==> src/rtl/reciprocal_sched.sv <==
// rtl/reciprocal_sched.sv - round-robin scheduler sharing one reciprocal unit among N_REQ requesters
module reciprocal_sched #(
  parameter int N_REQ = 4,
  parameter int DW    = 24,
  parameter int IDW   = $clog2(N_REQ)
) (
  input  logic                  clk,
  input  logic                  reset,
  input  logic [N_REQ-1:0]      i_req_valid,
  input  logic [N_REQ*DW-1:0]   i_req_data,
  input  logic [N_REQ-1:0]      i_req_abs,
  output logic [N_REQ-1:0]      o_req_ready,
  output logic [DW-1:0]         o_rec_data,
  output logic                  o_rec_abs,
  input  logic [DW-1:0]         i_rec_data,
  input  logic                  i_rec_sat,
  output logic                  o_rsp_valid,
  output logic [DW-1:0]         o_rsp_data,
  output logic                  o_rsp_sat,
  output logic [IDW-1:0]        o_rsp_id,
  input  logic                  i_rsp_ready,
  output logic                  o_busy
);

  localparam logic [1:0] ST_IDLE = 2'd0;
  localparam logic [1:0] ST_EXEC = 2'd1;
  localparam logic [1:0] ST_RESP = 2'd2;

  localparam logic [IDW-1:0] LAST_RST = IDW'(N_REQ - 1);

  logic [1:0]       state_q,    state_d;
  logic [IDW-1:0]   last_q,     last_d;
  logic [IDW-1:0]   id_q,       id_d;
  logic [DW-1:0]    rec_data_q, rec_data_d;
  logic             rec_abs_q,  rec_abs_d;
  logic [DW-1:0]    rsp_data_q, rsp_data_d;
  logic             rsp_sat_q,  rsp_sat_d;
  logic [IDW-1:0]   rsp_id_q,   rsp_id_d;

  logic             grant_open;
  logic             win_found;
  logic [IDW-1:0]   win_idx;
  logic [N_REQ-1:0] win_onehot;
  logic [DW-1:0]    win_data;
  logic             win_abs;
  logic             transfer;
  int               cand;
  logic [IDW-1:0]   cand_idx;

  // A new grant may be issued when nothing is in flight or the current response is leaving.
  always_comb begin
    grant_open = (state_q == ST_IDLE) || ((state_q == ST_RESP) && i_rsp_ready);
  end

  // Round-robin search starting just after the last winner; first valid requester wins.
  always_comb begin
    win_found = 1'b0;
    win_idx   = '0;
    cand      = 0;
    cand_idx  = '0;
    for (int off = 1; off <= N_REQ; off++) begin
      cand = int'(last_q) + off;
      if (cand >= N_REQ) begin
        cand = cand - N_REQ;
      end
      cand_idx = cand[IDW-1:0];
      if (!win_found && i_req_valid[cand_idx]) begin
        win_found = 1'b1;
        win_idx   = cand_idx;
      end
    end
  end

  // Decode the winner to a one-hot vector and select its operand and abs flag.
  always_comb begin
    win_onehot = '0;
    win_data   = '0;
    win_abs    = 1'b0;
    for (int k = 0; k < N_REQ; k++) begin
      if (win_found && (win_idx == IDW'(k))) begin
        win_onehot[k] = 1'b1;
        win_data      = i_req_data[k*DW +: DW];
        win_abs       = i_req_abs[k];
      end
    end
  end

  // Grant is masked during reset so no requester believes it was accepted.
  always_comb begin
    o_req_ready = (grant_open && !reset) ? win_onehot : '0;
    transfer    = |(o_req_ready & i_req_valid);
  end

  // Control FSM: IDLE -> EXEC (one cycle) -> RESP, with RESP -> EXEC on a same-cycle grant.
  always_comb begin
    state_d = state_q;
    last_d  = last_q;
    id_d    = id_q;
    case (state_q)
      ST_IDLE: begin
        if (transfer) begin
          state_d = ST_EXEC;
        end
      end
      ST_EXEC: begin
        state_d = ST_RESP;
      end
      ST_RESP: begin
        if (i_rsp_ready) begin
          state_d = transfer ? ST_EXEC : ST_IDLE;
        end
      end
      default: begin
        state_d = ST_IDLE;
      end
    endcase
    if (transfer) begin
      last_d = win_idx;
      id_d   = win_idx;
    end
  end

  // Operand register feeds the reciprocal unit and holds its value between operations.
  always_comb begin
    rec_data_d = rec_data_q;
    rec_abs_d  = rec_abs_q;
    if (transfer) begin
      rec_data_d = win_data;
      rec_abs_d  = win_abs;
    end
  end

  // Result is captured at the end of EXEC and held through RESP backpressure.
  always_comb begin
    rsp_data_d = rsp_data_q;
    rsp_sat_d  = rsp_sat_q;
    rsp_id_d   = rsp_id_q;
    if (state_q == ST_EXEC) begin
      rsp_data_d = i_rec_data;
      rsp_sat_d  = i_rec_sat;
      rsp_id_d   = id_q;
    end
  end

  // State registers; reset discards any in-flight operation and restores arbitration priority.
  always_ff @(posedge clk) begin
    if (reset) begin
      state_q    <= ST_IDLE;
      last_q     <= LAST_RST;
      id_q       <= '0;
      rec_data_q <= '0;
      rec_abs_q  <= 1'b0;
      rsp_data_q <= '0;
      rsp_sat_q  <= 1'b0;
      rsp_id_q   <= '0;
    end else begin
      state_q    <= state_d;
      last_q     <= last_d;
      id_q       <= id_d;
      rec_data_q <= rec_data_d;
      rec_abs_q  <= rec_abs_d;
      rsp_data_q <= rsp_data_d;
      rsp_sat_q  <= rsp_sat_d;
      rsp_id_q   <= rsp_id_d;
    end
  end

  // Output drive straight from registered state.
  always_comb begin
    o_rec_data  = rec_data_q;
    o_rec_abs   = rec_abs_q;
    o_rsp_valid = (state_q == ST_RESP);
    o_rsp_data  = rsp_data_q;
    o_rsp_sat   = rsp_sat_q;
    o_rsp_id    = rsp_id_q;
    o_busy      = (state_q != ST_IDLE);
  end

endmodule

==> config.mk <==
export PLATFORM = sky130hd
export DESIGN_NAME = reciprocal_sched
export DESIGN_NICKNAME = d
export VERILOG_FILES = /design/src/rtl/reciprocal_sched.sv
export SDC_FILE = /design/constraint.sdc
export NUM_CORES = 1
export LEC_CHECK = 0
export ABC_AREA = 0
export CORE_AREA = 5 5 92 94
export CTS_BUF_LIST = sky130_fd_sc_hd__clkbuf_4 sky130_fd_sc_hd__clkbuf_8
export DETAILED_ROUTE_END_ITERATION = 10
export DIE_AREA = 0 0 97 99
export PLACE_DENSITY = 0.93
export SLEW_MARGIN = 20
export SYNTH_ARGS = -nofsm -noshare
export SYNTH_HDL_FRONTEND = slang
export SYNTH_SLANG_ARGS = --single-unit
==> constraint.sdc <==
create_clock -name clk -period 5.1 [get_ports clk]
set_input_delay 1.53 -clock clk [delete_from_list [all_inputs] [get_ports clk]]
set_output_delay 1.53 -clock clk [all_outputs]
set_load 0.02 [all_outputs]
==> impl_metrics.toml <==
[clocking]
path_clk_slew_ns = 0.07
clock_path_buffers = 2
cts-root-buf = "clkbuf_8"
clk_latency_ns = 0.34
cts_sinks = 58
cts_setup_buffers = 0
numCtsBuffers = 9
cts_tree = "built"
htreeDepth = 3

[drt]
drt_iter0_drc = 157
routedWlPerCell_um = 18.1
routed_via_density = 5.54
drc = 0
vias = 3521
dr.pass1.iters = 4
wl_um = 11500
ant_nets = 0

[worst_setup_path]
r2r_slack_ns = 2.71
crit_slowest_cell = "clkdlybuf4s50_1"
cp_slowest_stage_delay_ns = 0.54
cp.required_ns = 3.57
critPathArrivalTime_ns = 3.43
r2r_start = "last_q[1]"
criticalPathCategory = "primary input to output port"
critPathLaunch = "i_req_valid[1]"
start_kind = "primary input"
crit_path_cell_trace = "clkdlybuf4s50_1 > buf_4 > o21ai_0 > o21ai_0 > a211oi_2 > nor2_1 > clkdlybuf4s50_1"
critPathMaxFanout = 10
setup.worst_path.end_class = "output port"

[finish]
fin_util = 0.671
antenna_cells = 0
final_nets = 660
drive_gt1_frac = 0.0732
mostFrequentLayoutCells = "clkdlybuf4s50_1 (187), nand2_1 (84), dfxtp_1 (58), a21oi_1 (36), nor2_1 (29)"
area_growth_pct = 75.6
layout_commonest_cell = "clkdlybuf4s50_1"

[sta]
fin_crit_ns = 4.96
final_max_slew_viol_count = 0
slew_headroom = 0.299
setup_violations = 0
fin_crit_sh = 0.972
worst_pin_slew_ns = 1.05
hold_viol = 0
setup_tns_ns = 0
rsz0062_at_grt = "no"
fmax_mhz = 202
finClkSkew_ns = 0.0122

[power]
switching_share = 0.304
clockPowerShare = 0.340
peakVddDrop_v = 0.000193
p_int_w = 0.00109
power.switching_w = 0.000477
leakagePower_nw = 1.83
powerDensity_mw_per_mm2 = 309
p_seq_frac = 0.341
p_comb_frac = 0.319

[logic_synthesis]
synth.distinct_cells = 36
synth_top_cell_area_share = 0.402
synth_cells = 354
avgSynthCellArea_um2 = 8.17
yosys-top-cells-area = "dfxtp_1 (40%), nand2_1 (11%), a221oi_1 (7.6%)"
ys_seq_elements = 58
mappedNetlistArea_mm2 = 0.00289
synth_warnings = 0
synth-main-ff-cell = "dfxtp_1"
synth_enable_flop_cells = 0
synth_top_area_cell = "dfxtp_1"
syn_nets = 486
synthArstFlopShare = 0
seq_area_frac_synth = 0.402

[global_route]
antenna_found_initial = 0
grt_max_degree = 53
overflow = 0
first_global_vias = 3805
grt_pass1_wl_um = 18300
grtUsageTotal = 0.233

[floorplan]
die_h_um = 99
core-area_mm2 = 0.00757
die_w_um = 97
die_area_mm2 = 0.00960
start_util = 0.382
ios = 190
rows = 32

[status]
status = "finished clean"

[min_path]
hold_path.startpoint = "o_rsp_data[20]"
hp-class = "flip-flop to flip-flop"

[placed_design]
io_buffers = 189
place_hpwl_um = 8570
place_congestion = 0.794

[job]
drv_cap = 0
## Yosys cell counts (2+ instances only)
cell type / number
nand2_1: 84
dfxtp_1: 58
a21oi_1: 36
nor2_1: 29
a221oi_1: 25
a2bb2oi_1: 25
o32ai_1: 25
buf_2: 14
clkbuf_1: 14
nand2b_1: 4
nor2b_1: 4
o21ai_0: 4
buf_1: 3
inv_1: 3
nand2_2: 3
buf_6: 2
o22ai_1: 2
## area by class of cell
type	instances	area [um^2]
Fill cell	605	2490
Timing Repair Buffer	197	1950
Multi-Input combinational cell	258	1580
Sequential cell	58	1160
Tap cell	102	128
Clock inverter	7	125
Clock buffer	9	124
Inverter	4	15.0
## worst paths after layout
| path | depth (start not counted) | to |
|---|---|---|
| worst max register to register | 4 | o_rec_data[6] |
| worst max-delay path | 7 | o_req_ready[0] |
| worst min-delay path | 2 | o_rsp_data[20] |
| worst min register to register | 2 | o_rsp_data[20] |
## registers in the layout (all words and copies together) (netlist names)
signal,count
state_q,2
id_q,2
last_q,2
o_rsp_id,2
o_rsp_sat,1
o_rec_abs,1
o_rec_data,24
o_rsp_data,24
## power by group through the flow
stage / logic (W) / clock network, W / registers [W]
finish: 0.000501 / 0.000532 / 0.000535
global route: 0.000535 / 0.000563 / 0.000540
CTS: 0.000502 / 0.000544 / 0.000534
detailed placement: 0.000500 / 0 / 0.000544
global placement: 0.000488 / 0 / 0.000540
floorplan: 0.000199 / 0 / 0.000593
## critical path, delay by kind of cell
kind | cells | cell delay, ns
simple gates | 1 | 0.07
compound gates | 3 | 0.64
buf+inv | 3 | 1.18
## repair_timing
action,4_1_cts,5_1_grt
resized for setup,0,2
hold buffers,0,0
endpoints found under the setup margin,0,1
## kinds of logic after synthesis
| kind of cell | count (synthesis) | synth area share |
|---|---|---|
| flip-flops | 58 | 0.402 |
| AND/OR/NAND/NOR | 130 | 0.188 |
| multiplexers | 1 | 0.00519 |
| AO/OA/AOI/OAI | 127 | 0.344 |
| buffers and inverters | 38 | 0.0619 |
## routing by layer
| layer | share of wire | up-vias | track usage |
|---|---|---|---|
| met5 | 0 | - | 0 |
| met4 | 0.034 | 0 | 0.127 |
| met3 | 0.081 | 30 | 0.0637 |
| met2 | 0.53 | 166 | 0.430 |
| met1 | 0.35 | 1669 | 0.238 |
| li1 | - | 1656 | - |
## through the flow
step                      power (W)  hold WS (ns)  cell area, um^2  worst slack [ns]  instances
after floorplan            0.000792         0.432             2890             0.720        354
after global placement      0.00103         0.441             4820             0.170        619
after detailed placement    0.00104         0.449             4820             0.112        619
after CTS                   0.00158         0.460             5060             0.102        635
after global routing        0.00164         0.474             5080            0.0286        635
final                       0.00157         0.455             5080             0.141        635
Note: power is estimated with default switching activity, not from simulation.
